[src/rtl/seq161_ctrl.sv]
// Sequencing controller for an external 74161-style 4-bit counter: runs a
// programmable-modulus count (16 - preset) for a requested number of wraps.
module seq161_ctrl #(
  parameter int REP_W = 4
) (
  input  logic             clk,
  input  logic             RST,
  input  logic             EN,
  input  logic             req,
  input  logic [3:0]       preset,
  input  logic [REP_W-1:0] reps,
  input  logic             abort,
  input  logic [3:0]       q,
  input  logic             rco,
  output logic             ack,
  output logic             busy,
  output logic             done,
  output logic [REP_W-1:0] wraps,
  output logic             clr_n,
  output logic             ld_n,
  output logic             enp,
  output logic             ent,
  output logic [3:0]       d_out
);

  // state  | meaning
  // IDLE   | waiting for req; counter untouched
  // CLEAR  | clr_n pulse to zero the counter
  // LOAD   | ld_n pulse to load the latched preset
  // RUN    | counting; each rco reloads preset and bumps wraps
  // DONE   | one-cycle done pulse, counter held at preset
  typedef enum logic [2:0] {
    ST_IDLE,
    ST_CLEAR,
    ST_LOAD,
    ST_RUN,
    ST_DONE
  } state_t;

  localparam logic [REP_W-1:0] REP_ONE = {{(REP_W-1){1'b0}}, 1'b1};

  state_t           state_q, state_d;
  logic             ack_q;
  logic [3:0]       preset_q;
  logic [REP_W-1:0] reps_q;
  logic [REP_W-1:0] wraps_q;
  logic [REP_W-1:0] wraps_inc;
  logic             accept;
  logic             wrap_hit;

  // q is for observation only; the controller decides purely from rco.
  logic unused_q;
  assign unused_q = ^q;

  assign wraps_inc = wraps_q + REP_ONE;

  always_comb begin
    state_d  = state_q;
    accept   = 1'b0;
    wrap_hit = 1'b0;
    clr_n    = 1'b1;
    ld_n     = 1'b1;
    enp      = 1'b0;
    ent      = 1'b0;
    done     = 1'b0;

    case (state_q)
      ST_IDLE: begin
        if (EN && req) begin
          accept  = 1'b1;
          state_d = (reps == '0) ? ST_DONE : ST_CLEAR;
        end
      end
      ST_CLEAR: begin
        if (EN) begin
          clr_n   = 1'b0;
          state_d = ST_LOAD;
        end
      end
      ST_LOAD: begin
        if (EN) begin
          ld_n    = 1'b0;
          state_d = ST_RUN;
        end
      end
      ST_RUN: begin
        if (EN) begin
          enp = 1'b1;
          ent = 1'b1;
          // Loading on rco turns the natural 15->0 rollover into 15->preset.
          if (rco) begin
            ld_n     = 1'b0;
            wrap_hit = 1'b1;
            if (wraps_inc == reps_q) begin
              state_d = ST_DONE;
            end
          end
        end
      end
      ST_DONE: begin
        if (EN) begin
          done    = 1'b1;
          state_d = ST_IDLE;
        end
      end
      default: state_d = ST_IDLE;
    endcase

    // Abort wins over EN and clears the counter on its way back to idle.
    if (abort && (state_q != ST_IDLE)) begin
      state_d  = ST_IDLE;
      wrap_hit = 1'b0;
      clr_n    = 1'b0;
      ld_n     = 1'b1;
      enp      = 1'b0;
      ent      = 1'b0;
      done     = 1'b0;
    end

    // Hold the counter in clear for as long as reset is asserted.
    if (!RST) begin
      clr_n = 1'b0;
      ld_n  = 1'b1;
      enp   = 1'b0;
      ent   = 1'b0;
      done  = 1'b0;
    end
  end

  always_ff @(posedge clk) begin
    if (!RST) begin
      state_q  <= ST_IDLE;
      ack_q    <= 1'b0;
      preset_q <= 4'h0;
      reps_q   <= '0;
      wraps_q  <= '0;
    end else begin
      state_q <= state_d;
      ack_q   <= accept;
      if (accept) begin
        preset_q <= preset;
        reps_q   <= reps;
        wraps_q  <= '0;
      end else if (wrap_hit) begin
        wraps_q <= wraps_inc;
      end
    end
  end

  assign ack   = ack_q;
  assign busy  = (state_q != ST_IDLE);
  assign wraps = wraps_q;
  assign d_out = RST ? preset_q : 4'h0;

endmodule

[config.mk]
export PLATFORM = sky130hd
export DESIGN_NAME = seq161_ctrl
export DESIGN_NICKNAME = d
export VERILOG_FILES = /design/src/rtl/seq161_ctrl.sv
export SDC_FILE = /design/constraint.sdc
export NUM_CORES = 1
export LEC_CHECK = 0
export ABC_AREA = 1
export CORE_ASPECT_RATIO = 0.75
export CORE_MARGIN = 2
export CORE_UTILIZATION = 47
export DETAILED_ROUTE_END_ITERATION = 10
export PLACE_DENSITY = 0.83
export SYNTH_ARGS = -nofsm -noshare
export SYNTH_HDL_FRONTEND = slang
export SYNTH_SLANG_ARGS = --single-unit
[constraint.sdc]
create_clock -name clk -period 2.65 [get_ports clk]
set_input_delay 0.3975 -clock clk [delete_from_list [all_inputs] [get_ports clk]]
set_output_delay 0.3975 -clock clk [all_outputs]
set_load 0.05 [all_outputs]
==> impl_metrics.ini, run 1 <==
[timing]
worst_pin_slew_ps = 493
hold_viol_final = 0
setup_ws_ps = 401
finalSetupViolations = 0
slew_violations = 0
fmax_mhz = 445
rsz0062_at_grt = false
slew_headroom_pct = 67.0
fin_setup_tns_ps = 0
layout_min_cycle_time_ps = 2250
timing.clock.skew_ps = 3.85
fin_hold_ws_ps = 482
fin_crit_sh_pct = 84.9

[routing]
highest_layer = met4
drc = 0
wl_met2_mm = 1.06
wl_per_cell_um = 11.4
m1WireLength_um = 940
dr_wl_met3_um = 153
vias = 975
wirelength_mm = 2.21
vias_per_cell = 5.03
drt_iter0_drc = 34
firstDrtPassIters = 6
final_antenna_net_count = 0

[yosys]
synth_area_leaders = dfxtp_1, nand2_1, inv_1, nand3_1, nor2_1
synthCells = 141
seq_area_frac_synth_pct = 34.8
synth.top_cell.area_share_pct = 34.8
ys_seq_elements = 16
ys_types = 22
synth_area_um2 = 921
synth_top_area_cell = dfxtp_1
syn_area_per_cell_um2 = 6.53
syn_nets = 160
ys_warn_count = 0

[floorplanning]
pin_count = 33
num_rows = 13
initial_core_util_pct = 51.5
core_region_area_um2 = 1790
die_w_um = 55.1
die_y_um = 42.3
dieArea_um2 = 2330

[pwr]
ir_worst_vdd_mv = 0.440
p_per_area_nw_per_um2 = 720
p_comb_share_pct = 48.9
p_sw_uw = 415
p_leak_uw = 0.000595
p_int_uw = 516
power_frac_seq_pct = 32.9
power.share.switching_pct = 44.6
clockPowerShare_pct = 18.2

[critical_path]
cp-start-kind = flip-flop
crit_start = state_q[1]
critPathMaxFanout = 4
crit_path_end_kind = output pin
worst_ep_required_time_ps = 2250
worstReg2RegStart = wraps[0]
crit_type = reg2out
worstPathArrival_ps = 1850

[clock_tree]
cts_max_level = 1
clkSlewWorstSetupHoldPaths_ps = 100
cts_made_buffers = 3
cts-hold-fix-buffers = 0
cts_tree = built
cts_resized = 0
worstSkewPairLatency_ps = 300
cts_buffer_depth = 2
cts.sinks = 16
root_buffer = clkbuf_4
post-cts-setup-buffers = 0

[placement]
pre_cts_ws_ps = 467
place_congestion = 0.872
hpwl_mm = 1.79
port_buffers = 28

[layout]
final_nets = 192
mostFrequentLayoutCells = nand2_1, inv_1, clkdlybuf4s50_1
fillers = 152
final_common_cell = nand2_1
area_delta_synth_final_pct = 40.5
drive_gt1_share_pct = 15.1
num_antenna_cells = 0

[global_routing]
antenna_found_initial = 0
grt-ovfl-total = 0
grt_start_max_net_pins = 10
grt_pass1_vias = 906
grt.total_usage_pct = 21.9
grt_pass1_wl_mm = 3.72

[run]
cap_viol_max_count = 0

[status]
status = finished, final reports clean

[worst_hold_path]
hp-class = reg2reg
hp-start = preset_q[2]
## worst max-delay path, stage by stage, from the launching register on
cell and delay (ps):
dfxtp_1 350, inv_2 100, nand2_2 90, nor2_4 150, nor2_2 80, nor2_2 160, inv_1 120, nor2_1 310
buf_12 190
## flip-flops by register name (all words and copies together), names as in the netlist
name	count
reps_q	4
wraps	4
preset_q	4
ack	1
state_q	3
## routing by layer
layer,up-vias,track usage [%]
li1,509,-
met1,420,26.0
met2,38,35.2
met3,8,6.43
met4,0,10.2
met5,-,0
## layout make-up
cell class / instances / area [um2] / area share, %
well taps: 22 / 27.5 / 2.13
multi-input cells: 92 / 478 / 36.9
repair buffers: 29 / 315 / 24.4
inverters: 31 / 116 / 8.99
clock buffers: 4 / 36.3 / 2.80
flip-flops and latches: 16 / 320 / 24.8
## power by group through the flow
stage / sequential [uW] / combinational (uW) / clock (uW)
3_3_place_gp: 308 / 440 / 0
4_1_cts: 306 / 458 / 171
3_5_place_dp: 311 / 456 / 0
2_1_floorplan: 315 / 308 / 0
5_1_grt: 311 / 494 / 181
6_report: 306 / 456 / 169
## synthesized netlist by cell type
cell type and number:
a211oi_1 2, a21boi_0 1, a21oi_1 5, a31oi_1 1, buf_2 1, buf_4 1, dfxtp_1 16, ha_1 1
inv_1 29, inv_2 2, nand2_1 37, nand2_2 2, nand3_1 14, nand3_2 1, nand4_1 3, nor2_1 11
nor2_2 2, nor2_4 2, nor3_4 2, nor4_1 1, o21ai_0 3, o22ai_1 4
## per-stage QoR
step | power [uW] | area (um2) | instances | utilization [%]
3_5_place_dp | 768 | 1260 | 190 | 70.3
3_3_place_gp | 748 | 1260 | 190 | 70.3
5_1_grt | 986 | 1290 | 194 | 72.3
6_report | 931 | 1290 | 194 | 72.3
4_1_cts | 935 | 1290 | 194 | 72.3
2_1_floorplan | 624 | 927 | 141 | -
## path summary, 6_finish.rpt
| check | slack (ps) | endpoint | cells after the start |
|---|---|---|---|
| hold reg to reg | 480 | preset_q[2] | 2 |
| hold / removal | 480 | preset_q[2] | 2 |
| setup reg to reg | 1080 | state_q[0] | 12 |
| setup / recovery | 400 | enp | 8 |
## logic make-up after synthesis
logic type | after synthesis | share of synthesized area, %
buffers and inverters | 33 | 14.0
flip-flops | 16 | 34.8
AND/OR/NAND/NOR | 75 | 39.7
adder cells (fa/ha/maj) | 1 | 1.36
AO/OA/AOI/OAI | 16 | 10.2
No activity file was read; power rests on OpenSTA's default activity.
==> run 2: changes to the inputs <==
CORE_UTILIZATION = 43   (was 47)
PLACE_DENSITY = 0.77   (was 0.83)
clock period = 2.3 ns   (was 2.65 ns; I/O delays follow)
==> run 2 against run 1 <==
Net effect: critical path depth is the same; register-to-register slack lost 330 ps; clock-buffer cell count is the same; worst setup slack lost 280 ps; routed wire length shrank 2.8%; critical path type unchanged; critical endpoint unchanged.
==> impl_metrics.ini, run 2 (same netlist as run 1, synthesis figures left out) <==
[status]
status = finished, final reports clean

[pwr]
ir_worst_vdd_mv = 0.604
p_per_area_nw_per_um2 = 799
power_frac_seq_pct = 32.7
p_int_uw = 606
power.share.switching_pct = 43.7
clockPowerShare_pct = 18.1
p_leak_uw = 0.000606
p_comb_share_pct = 49.2
p_sw_uw = 470
total_power_uw = 1080

[routing]
drt_iter0_drc = 51
vias_per_cell = 5.02
firstDrtPassIters = 4
drc = 0
vias = 983
wl_per_cell_um = 11.0
final_antenna_net_count = 0
wirelength_mm = 2.15

[critical_path]
crit_path_end_kind = output pin
reg2reg_depth = 9
r2r_setup_slack_ps = 750
crit_type = reg2out
worst_ep_required_time_ps = 1960
critPathMaxFanout = 4
reg2reg_to = state_q[1]
cp-start-kind = flip-flop
worstReg2RegStart = wraps[0]
worstPathArrival_ps = 1840

[clock_tree]
cts-hold-fix-buffers = 0
cts_buffer_depth = 2
cts_max_level = 1
clkSlewWorstSetupHoldPaths_ps = 100
worstSkewPairLatency_ps = 300
cts_resized = 0
root_buffer = clkbuf_4
cts.sinks = 16
post-cts-setup-buffers = 0
cts_made_buffers = 3
cts_tree = built

[layout]
final_area_um2 = 1350
num_antenna_cells = 0
final_common_cell = nand2_1
area_delta_synth_final_pct = 46.2
mostFrequentLayoutCells = nand2_1, inv_1, clkdlybuf4s50_1
fin_cells = 196
final_nets = 192
drive_gt1_share_pct = 15.1

[floorplanning]
core_region_area_um2 = 2010
dieArea_um2 = 2530
pin_count = 33
die_y_um = 44.1
die_w_um = 57.4
initial_core_util_pct = 45.7
num_rows = 14

[global_routing]
grt_pass1_vias = 878
grt-ovfl-total = 0
grt_start_max_net_pins = 10
grt_pass1_wl_mm = 3.51
antenna_found_initial = 0
grt.total_usage_pct = 17.8

[placement]
placed_area_um2 = 1310
place_inst = 192
port_buffers = 28
place_congestion = 0.857
hpwl_mm = 1.71

[timing]
rsz0062_at_grt = false
fin_crit_sh_pct = 94.9
fmax_mhz = 458
finalSetupViolations = 0
hold_viol_final = 0
worst_pin_slew_ps = 496
fin_setup_tns_ps = 0
timing.clock.skew_ps = 5.13
slew_headroom_pct = 66.9
slew_violations = 0
layout_min_cycle_time_ps = 2180

[worst_hold_path]
hp-class = reg2reg
hp-start = preset_q[2]
min_path_cells = 2
worstHoldEndpoint = preset_q[2]

[run]
cap_viol_max_count = 0
run 2: metal layers:
metal,routed length [um],up-vias,share of wire (%),track usage [%]
li1,-,508,-,-
met1,931,438,43,20.6
met2,1060,35,49,32.0
met3,145,2,6.7,6.14
met4,12,0,0.56,4.19
met5,0,-,0,0
run 2: worst max path at each step:
stage,from,endpoint,cells past startpoint
3_5_place_dp,RST,ent,6
3_3_place_gp,RST,ent,6
2_1_floorplan,state_q[0],ent,8
6_report,state_q[1],enp,8
5_1_grt,state_q[1],enp,8
4_1_cts,state_q[1],ent,8
run 2: power by group through the flow:
stage	combinational, uW	sequential (uW)	clock, uW
after floorplan	355	363	0
after CTS	530	351	199
after global placement	524	355	0
after global routing	573	358	211
final	529	352	195
after detailed placement	529	357	0
run 2: final cells by class:
type                            count  area, um2
Sequential cell                    16        320
Clock buffer                        4       36.3
Multi-Input combinational cell     92        478
Inverter                           31        116
Timing Repair Buffer               29        365
Tap cell                           24       30.0
Fill cell                         161        668
run 2: critical path, cell delays in order, from the launching register on:
cell     delay [ps]
dfxtp_1         350
inv_2           100
nand2_2          90
nor2_4          140
nor2_2           80
nor2_2          160
inv_1           120
nor2_1          310
buf_12          190
run 2: through the flow:
step	util, %	hold WS, ps	setup slack, ps
after detailed placement	65.0	464	250
after global routing	66.8	501	6.47
after global placement	65.0	459	251
after floorplan	-	448	66.3
final	66.8	479	118
after CTS	66.8	480	125
